## src/rtl/snake_body_engine.sv

```systemverilog
// Snake body engine: circular segment buffer, tick-driven step, collision check, CELL x CELL pixel streaming.
// Step latency 1+length cycles to first pixel; ticks outside IDLE are dropped. WRAP_EN makes the grid toroidal.
module snake_body_engine #(
    parameter int MAX_LEN  = 32,
    parameter int INIT_LEN = 6,
    parameter int CELL     = 4,
    parameter int GRID_W   = 40,
    parameter int GRID_H   = 30,
    parameter int X_W      = 8,
    parameter int Y_W      = 7
) (
    input  logic           clk,
    input  logic           resetn,
    input  logic           tick,
    input  logic [1:0]     dir,
    input  logic [5:0]     food_x,
    input  logic [4:0]     food_y,
    output logic [X_W-1:0] plot_x,
    output logic [Y_W-1:0] plot_y,
    output logic [2:0]     plot_colour,
    output logic           plot_en,
    output logic           busy,
    output logic           ate,
    output logic           dead,
    output logic [5:0]     length
);
    localparam int IW = $clog2(MAX_LEN);
    localparam int CW = $clog2(CELL);

    typedef enum logic [2:0] {S_INIT, S_IDLE, S_CHECK, S_ERASE, S_DRAW, S_DEAD} state_t;

    state_t          state, nstate;
    logic [5:0]      seg_x [MAX_LEN];
    logic [4:0]      seg_y [MAX_LEN];
    logic [IW-1:0]   hp, hp_n, rd_idx, tail_idx;
    logic [5:0]      len, cnt;
    logic [1:0]      heading, new_heading;
    logic [2*CW-1:0] pix;
    logic [5:0]      nx_q, nx, cx;
    logic [4:0]      ny_q, ny, cy;
    logic            grow_q, off, eat, hit, draw_on, last_pix;
    logic [2:0]      colour_n;
    logic signed [7:0] tx, ty;

    function automatic logic [IW-1:0] idx_add(input logic [IW-1:0] base, input logic [5:0] ofs);
        int s;
        s = (int'(base) + int'(ofs)) % MAX_LEN;
        return IW'(s);
    endfunction

    assign length   = len;
    assign last_pix = &pix;
    assign tail_idx = idx_add(hp, len - 6'd1);
    assign rd_idx   = (state == S_ERASE) ? tail_idx : idx_add(hp, cnt);
    assign hp_n     = (hp == '0) ? IW'(MAX_LEN - 1) : hp - 1'b1;
    assign cx       = (state == S_DRAW) ? nx_q : seg_x[rd_idx];
    assign cy       = (state == S_DRAW) ? ny_q : seg_y[rd_idx];
    assign hit      = (seg_x[rd_idx] == nx_q) && (seg_y[rd_idx] == ny_q) &&
                      (grow_q || cnt != len - 6'd1);

    // Reversal requests keep the current heading.
    always_comb begin
        new_heading = dir;
        if (dir[1] == heading[1] && dir[0] != heading[0])
            new_heading = heading;
        tx = $signed({2'b00, seg_x[hp]});
        ty = $signed({3'b000, seg_y[hp]});
        case (new_heading)
            2'd0: tx = tx - 8'sd1;
            2'd1: tx = tx + 8'sd1;
            2'd2: ty = ty - 8'sd1;
            2'd3: ty = ty + 8'sd1;
        endcase
`ifdef WRAP_EN
        off = 1'b0;
        if (tx < 8'sd0)              tx = 8'(GRID_W - 1);
        else if (tx >= 8'(GRID_W))   tx = 8'sd0;
        if (ty < 8'sd0)              ty = 8'(GRID_H - 1);
        else if (ty >= 8'(GRID_H))   ty = 8'sd0;
`else
        off = (tx < 8'sd0) || (tx >= 8'(GRID_W)) || (ty < 8'sd0) || (ty >= 8'(GRID_H));
`endif
        nx  = 6'(tx);
        ny  = 5'(ty);
        eat = (nx == food_x) && (ny == food_y);
    end

    always_ff @(posedge clk or negedge resetn) begin
        if (!resetn) state <= S_INIT;
        else         state <= nstate;
    end

    always_comb begin
        nstate = state;
        case (state)
            S_INIT:  if (last_pix && cnt == 6'(INIT_LEN - 1)) nstate = S_IDLE;
            S_IDLE:  if (tick) nstate = off ? S_DEAD : S_CHECK;
            S_CHECK: begin
                if (hit)                       nstate = S_DEAD;
                else if (cnt == len - 6'd1)    nstate = grow_q ? S_DRAW : S_ERASE;
            end
            S_ERASE: if (last_pix) nstate = S_DRAW;
            S_DRAW:  if (last_pix) nstate = S_IDLE;
            S_DEAD:  nstate = S_DEAD;
            default: nstate = S_INIT;
        endcase
    end

    // busy stays high through the trailing registered pixel.
    always_comb begin
        draw_on  = (state == S_INIT) || (state == S_ERASE) || (state == S_DRAW);
        colour_n = (state == S_ERASE) ? 3'b000 : 3'b010;
        dead     = (state == S_DEAD);
        busy     = ((state != S_IDLE) && (state != S_DEAD)) || plot_en;
    end

    always_ff @(posedge clk or negedge resetn) begin
        if (!resetn) begin
            for (int i = 0; i < MAX_LEN; i++) begin
                seg_x[i] <= (i < INIT_LEN) ? 6'(GRID_W / 2 - i) : 6'd0;
                seg_y[i] <= (i < INIT_LEN) ? 5'(GRID_H / 2) : 5'd0;
            end
            hp          <= '0;
            len         <= 6'(INIT_LEN);
            heading     <= 2'd1;
            cnt         <= '0;
            pix         <= '0;
            nx_q        <= '0;
            ny_q        <= '0;
            grow_q      <= 1'b0;
            ate         <= 1'b0;
            plot_en     <= 1'b0;
            plot_x      <= '0;
            plot_y      <= '0;
            plot_colour <= '0;
        end else begin
            ate     <= 1'b0;
            plot_en <= draw_on;
            if (draw_on) begin
                plot_x      <= X_W'({cx, pix[CW-1:0]});
                plot_y      <= Y_W'({cy, pix[2*CW-1:CW]});
                plot_colour <= colour_n;
            end
            case (state)
                S_INIT: begin
                    pix <= pix + 1'b1;
                    if (last_pix) cnt <= (cnt == 6'(INIT_LEN - 1)) ? 6'd0 : cnt + 6'd1;
                end
                S_IDLE: begin
                    if (tick && !off) begin
                        heading <= new_heading;
                        nx_q    <= nx;
                        ny_q    <= ny;
                        grow_q  <= eat && (len < 6'(MAX_LEN));
                        ate     <= eat;
                        cnt     <= '0;
                    end
                end
                S_CHECK: begin
                    cnt <= cnt + 6'd1;
                    pix <= '0;
                end
                S_ERASE: pix <= pix + 1'b1;
                S_DRAW: begin
                    pix <= pix + 1'b1;
                    if (last_pix) begin
                        hp           <= hp_n;
                        seg_x[hp_n]  <= nx_q;
                        seg_y[hp_n]  <= ny_q;
                        if (grow_q) len <= len + 6'd1;
                    end
                end
                default: ;
            endcase
        end
    end
endmodule

```

## config.mk

```make
export PLATFORM = sky130hd
export DESIGN_NAME = snake_body_engine
export DESIGN_NICKNAME = d
export VERILOG_FILES = /design/src/rtl/snake_body_engine.sv
export SDC_FILE = /design/constraint.sdc
export NUM_CORES = 1
export LEC_CHECK = 0
export CORE_AREA = 2 2 232 234
export DETAILED_ROUTE_END_ITERATION = 10
export DIE_AREA = 0 0 234 236
export GPL_TIMING_DRIVEN = 1
export HOLD_SLACK_MARGIN = 0.05
export PLACE_DENSITY_LB_ADDON = 0.12
export RECOVER_POWER = 25
export SETUP_SLACK_MARGIN = 0.2
export SYNTH_ARGS = -nofsm -noshare
export SYNTH_HDL_FRONTEND = slang
export SYNTH_SLANG_ARGS = --single-unit
```

## constraint.sdc

```tcl
create_clock -name clk -period 5.8 [get_ports clk]
set_clock_uncertainty 0.05 [all_clocks]
set_input_delay 1.16 -clock clk [delete_from_list [all_inputs] [get_ports clk]]
set_output_delay 1.16 -clock clk [all_outputs]
set_load 0.005 [all_outputs]
```

Word level (Yosys, flattened, before mapping)
Cells that the tools add are included.
Widths: inputs -> output; s select.
{"block": "word_totals", "register_bits": 410, "inputBits": 16, "output_inout_bits": 28, "wordCells": 198}
{"block": "op_classes", "addsub": 11, "magnitude_cmp": 9, "n_eq_ne": 26, "muxes": 42, "bitwise": 3, "n_reduce_logical": 29}
{"cell": "$bwmux 192", "n": 1}
{"cell": "$bwmux 160", "n": 1}
{"cell": "$bmux 6 s5", "n": 2}
{"cell": "$mux 6", "n": 9}
{"cell": "$bmux 5 s5", "n": 2}
{"cell": "$mux 5", "n": 8}
{"cell": "$pmux 8 s2", "n": 2}
{"cell": "$demux 6 s5", "n": 1}
{"cell": "$demux 5 s5", "n": 1}
{"cell": "$mux 3", "n": 8}
{"cell": "$eq 6x6->1", "n": 3}
{"cell": "$ge 6x6->1 const B", "n": 3}
{"cell": "$not 5->6", "n": 3}
{"cell": "$pmux 3 s6", "n": 1}
{"cell": "$pmux 6 s3", "n": 1}
{"cell": "$lt 8x1->1 const B", "n": 2}
{"cell": "$add 6x1->6 const B", "n": 2}
{"cell": "$ne 2x2->1 const B", "n": 6}
{"cell": "$add 5x5->5", "n": 2}
{"cell": "$eq 5x5->1", "n": 2}
{"cell": "$reduce_and 5->1", "n": 2}
{"cell": "$logic_and 1x1->1", "n": 9}
{"cell": "$ge 8x6->1 const B", "n": 1}
{"cell": "$ge 8x7->1 const B", "n": 1}
{"cell": "35 further kinds", "n": 47}

Depth between registers and ports, before layout
{"block": "logic_depth", "ltp_word": 14, "depth_mapped": 19, "ltp_nobuf": 16}

Least setup slack after synthesis
No wires, ideal clock.
{"block": "synth_timing", "kind": "reg-to-reg", "startpoint": "register state[2]", "endpoint": "register state[2]", "setup_time_ps": 87, "arrival_ps": 4167, "required_time_ps": 5663, "setup_slack_ps": 1496, "stages_incl_launch_ff": 17, "path_buffers": 3, "synth_period_minus_slack_ps": 4304, "cell_sequence": "dfrtp_1 -> nor2b_1 -> nand2_1 -> nand2_1 -> o21ai_0 -> ha_1 -> fa_1 -> clkbuf_1 -> clkbuf_1 -> clkbuf_1 -> mux4_2 -> a311oi_1 -> xnor2_1 -> nor4_1 -> o2111ai_1 -> a41o_1 -> a22oi_1"}
{"block": "synth_between", "elab_chain_cells": 11, "elab_cells_between_ends": 26, "classes_between": "eq/ne (12); mux (9); bitwise (1); reduce/logical (4)"}
{"item": "from (decl)", "line_no": "32", "text": "state_t state, nstate;"}
{"item": "from (signal assigned)", "line_no": "90", "text": "else state <= nstate;"}
{"item": "$eq 3x2->1", "line_no": "54, 95"}
{"item": "$mux 5", "line_no": "54", "text": "assign rd_idx = (state == S_ERASE) ? tail_idx : idx_add(hp, cnt);"}
{"item": "$not 5->6 (implied by the code)", "line_no": "58", "text": "assign hit = (seg_x[rd_idx] == nx_q) && (seg_y[rd_idx] == ny_q) &&"}
{"item": "$bmux 6 s5 / $bmux 5 s5 (equally long branches)", "line_no": "58"}
{"item": "$mux 6 (implied by the code) / $mux 5 (equally long branches) (2 in series)", "line_no": "58"}
{"item": "$eq 6x6->1 / $eq 5x5->1 (equally long branches)", "line_no": "58"}
{"item": "$logic_and 1x1->1 (2 in series)", "line_no": "58"}
{"item": "$ne 3x3->1 (no source line) / $mux 3 (equally long branches)"}
{"item": "$reduce_and 5->1 (no source line) / $pmux 3 s6 (equally long branches)"}
Parallel ways exist; a longest one is shown, timed or not. The select of a mux whose other input is x is not followed.
A chain may end at the register's enable or synchronous reset.

Worst setup path in the final report
{"block": "layout_timing", "startpoint": "register state[2]", "endpoint": "register state[1]"}
The elaborated chain is that of the path after synthesis.

==> run_results.csv <==
group,metric,value,unit
critical_path,worst_ep_arrival_time,5.65,ns
detailed_routing,via_count,16380,
logic_synthesis,synthArstFlopShare,100.0,%
worst_hold_path,worstHoldPathType,"reg -> reg",
critical_path,critPathRequiredTime,6.17,ns
grt,grt.total_usage,27.51,%
grt,grt_antenna_before_repair,1,
outcome,status,"complete, but fails checks",
logic_synthesis,synth_ff_type,"dfrtp_1",
outcome,violations,"capacitance limit, slew limit",
floorplan,ioPinCount,44,
detailed_routing,vias_per_cell,6.285,
cts,cts_resized,0,
floorplan,dieHeight,236,um
detailed_routing,firstDrtPassIters,5,
logic_synthesis,ys_seq_elements,408,
power,ir_worst_vdd,0.2212,mV
logic_synthesis,synth-seq-area-share,43.54,%
floorplan,dieWidth,234,um
critical_path,worstPathCellList,"nor2b_1, nand2_1, nand2_1, o21ai_0, ha_4, fa_4, xor2_4, buf_4, nand2_1, a211oi_1, nor2_1, xor2_1, nand4_1, nor4_1, o2111ai_1, a211oi_1, o21ai_0",
grt,grt_start_max_net_pins,107,
power,powerDensity,227.9,nW/um2
cts,clk_pin_slew,0.06,ns
timing,min_period,5.275,ns
critical_path,r2r_end,"state[1]$_DFFE_PN0P_",
worst_hold_path,holdCritStartpoint,"heading[0]$_DFFE_PN1P_",
critical_path,reg2reg_from,"state[2]$_DFFE_PN0P_",
logic_synthesis,syn_area,23570,um2
logic_synthesis,yosysWarnings,0,
floorplan,rows,85,
timing,slew-limit-headroom,-169.8,%
worst_hold_path,worstHoldEndpoint,"heading[0]$_DFFE_PN1P_",
grt,grt_pass1_vias,16570,
critical_path,end_kind,"flip-flop",
floorplan,core-area,53070,um2
detailed_routing,drt_iter0_drc,1442,
timing,slew_violations,79,
critical_path,path_class,"reg -> reg",
critical_path,crit_slowest_cell,"xor2_4",
logic_synthesis,synth_cell_types,85,
timing,rsz0062_at_grt,"no",
detailed_routing,drc,0,
critical_path,cpPeakStageDelay,0.59,ns
worst_hold_path,worstHoldPathCells,2,
critical_path,reg2reg_slack,0.53,ns
cts,clk_latency,0.61,ns
timing,setup_viol,0,
critical_path,reg2reg_depth,17,
power,power.leakage,11.47,nW
timing,layout_setup_ws,0.5252,ns
layout,drive_gt1_share,41.91,%
critical_path,cp-start-kind,"flip-flop",
critical_path,cp_max_fo,16,
job,cap_violations,1,
cts,root_buffer,"clkbuf_16",
critical_path,cp_common_cell,"nand2_1",
placement,dp_slack,0.5351,ns
grt,grt_pass1_wl,112100,um
floorplan,die-area,55220,um2
power,fin_total_pwr,6.053,mW
grt,overflow,0,
critical_path,cp.buffers_inverters,1,
detailed_routing,routed_wl,74300,um
cts,clock_sinks,408,
timing,max_freq,0.1896,GHz
logic_synthesis,syn_avg_cell_area,12.71,um2
layout,fin_util,50.05,%
critical_path,crit_family,"simple AND/OR/NAND/NOR gates",
logic_synthesis,synthCells,1855,
timing,finalCritPeriodShare,90.94,%
placement,io_buffers,41,
logic_synthesis,synth_enable_flop_cells,0,
layout,nets,1909,
placement,globalplace.congestion,0.8875,
detailed_routing,routedWlPerCell,28.51,um
cts,cts_buffer_depth,3,
placement,dp_hpwl,49370,um
floorplan,initial_core_util,44.41,%
layout,synthToLayoutAreaGrowth,12.70,%
timing,finalSetupTns,0,ns
cts,postCtsHoldBufs,0,
detailed_routing,ant_nets,0,
timing,final-hold-violation-count,0,
cts,htreeDepth,2,
cts,cts_tree,"done",
timing,worst_pin_slew,4.047,ns
cts,cts_made_buffers,47,
## sequential cells by signal (all words and copies together) (netlist names)
register     flops
ate              1
cnt              6
grow_q           1
heading          2
hp               5
length           6
nx_q             6
ny_q             5
pix              4
plot_colour      1
plot_en          1
plot_x           8
plot_y           7
seg_x          192
seg_y          160
state            3
## synth_stat cells (all sizes together), types with 7 or more instances
cell type	count	share of area, %
mux2	399	19
xor2	21	0.78
o22ai	11	0.29
dfrtp	367	39
mux4	151	14
o221ai	8	0.30
nand3	24	0.51
nand2	145	2.3
a211oi	21	0.69
nand4	16	0.42
a31oi	7	0.21
nor2	92	1.5
nor4	9	0.30
a21oi	43	0.91
dfstp	41	4.6
buf	83	1.9
clkbuf	91	1.4
o211ai	13	0.44
a22o	9	0.34
mux2i	56	2.4
and3	16	0.45
o21ai	27	0.57
inv	17	0.27
xnor2	46	1.7
nor3	18	0.38
ha	18	0.96
a22oi	23	0.73
## power by group
group / internal (mW) / switching (mW) / total, mW
sequential: 2.85 / 0 / 2.85
clock: 1.84 / 1.25 / 3.10
combinational: 0.0290 / 0.0799 / 0.109
total: 4.72 / 1.33 / 6.05
## per-layer routing
| metal | routed length (um) | GRT usage [%] |
|---|---|---|
| met1 | 31250 | 37.66 |
| met2 | 35280 | 43.48 |
| met3 | 4967 | 5.440 |
| met4 | 2790 | 9.858 |
| met5 | 11 | 0 |
## cell families after synthesis
logic type               count (synthesis)  share of synthesized area [%]
adder cells (fa/ha/maj)                 19                          1.041
other                                    1                        0.01591
flip-flops                             408                          43.54
AO/OA/AOI/OAI                          205                          6.179
buffers and inverters                  192                          3.668
multiplexers                           606                          36.00
AND/OR/NAND/NOR                        357                          7.039
XOR/XNOR                                67                          2.522
## worst max path at each step
stage          cells past startpoint            startpoint                   end
6_report                          17  state[2]$_DFFE_PN0P_  state[1]$_DFFE_PN0P_
5_1_grt                            1                resetn   ny_q[4]$_DFFE_PN0P_
4_1_cts                           16  state[2]$_DFFE_PN0P_  state[1]$_DFFE_PN0P_
3_5_place_dp                      16  state[2]$_DFFE_PN0P_  state[1]$_DFFE_PN0P_
3_3_place_gp                      18  state[2]$_DFFE_PN0P_  state[1]$_DFFE_PN0P_
2_1_floorplan                     16  state[2]$_DFFE_PN0P_  state[2]$_DFFE_PN0P_
## final cells by class
class | count | area [um2]
Timing Repair Buffer | 143 | 1257
Clock buffer | 65 | 1345
Inverter | 18 | 67.56
Clock inverter | 19 | 242.7
Tap cell | 696 | 870.8
Fill cell | 4670 | 26510
Multi-Input combinational cell | 1256 | 12500
Sequential cell | 408 | 10270
Antenna cell | 1 | 2.502
## metrics by stage
step,instance area (um2),std cells,hold WS [ns]
floorplan,23570,1856,0.4143
global placement,24960,2520,0.4297
detailed placement,24960,2520,0.4369
CTS,26550,2604,0.4457
global route,26560,2605,0.4699
finish,26560,2606,0.4419
## repair_timing
| item | CTS | global route |
|---|---|---|
| endpoints found under the setup margin | 0 | 1 |
| buffers inserted | 0 | 1 |
| hold endpoints to repair | 0 | 0 |
## cells in the final DEF (no fill, tap or decap), types with 11 or more instances in the layout
master           instances
clkdlybuf4s50_1         40
nor3_1                  18
mux2i_1                 56
xnor2_1                 43
dfstp_2                 41
o211ai_1                12
mux4_2                 148
nand3_1                 24
nand4_1                 16
o21ai_0                 26
o22ai_1                 11
clkbuf_16               48
nand2_1                144
dfrtp_1                363
ha_1                    17
xor2_1                  20
buf_4                   94
nor2_1                  90
inv_1                   16
a22oi_1                 23
a21oi_1                 43
mux2_2                 394
a211oi_1                20
and3_1                  15
## worst register-to-register path, stage by stage, from the launching register on
cell and delay [ns]:
dfrtp_1 0.38, nor2b_1 0.22, nand2_1 0.22, nand2_1 0.11, o21ai_0 0.17, ha_4 0.23
fa_4 0.57, xor2_4 0.60, buf_4 0.41, nand2_1 0.10, a211oi_1 0.34, nor2_1 0.21
xor2_1 0.24, nand4_1 0.13, nor4_1 0.39, o2111ai_1 0.36, a211oi_1 0.30, o21ai_0 0.10
No activity file was read; power rests on OpenSTA's default activity.
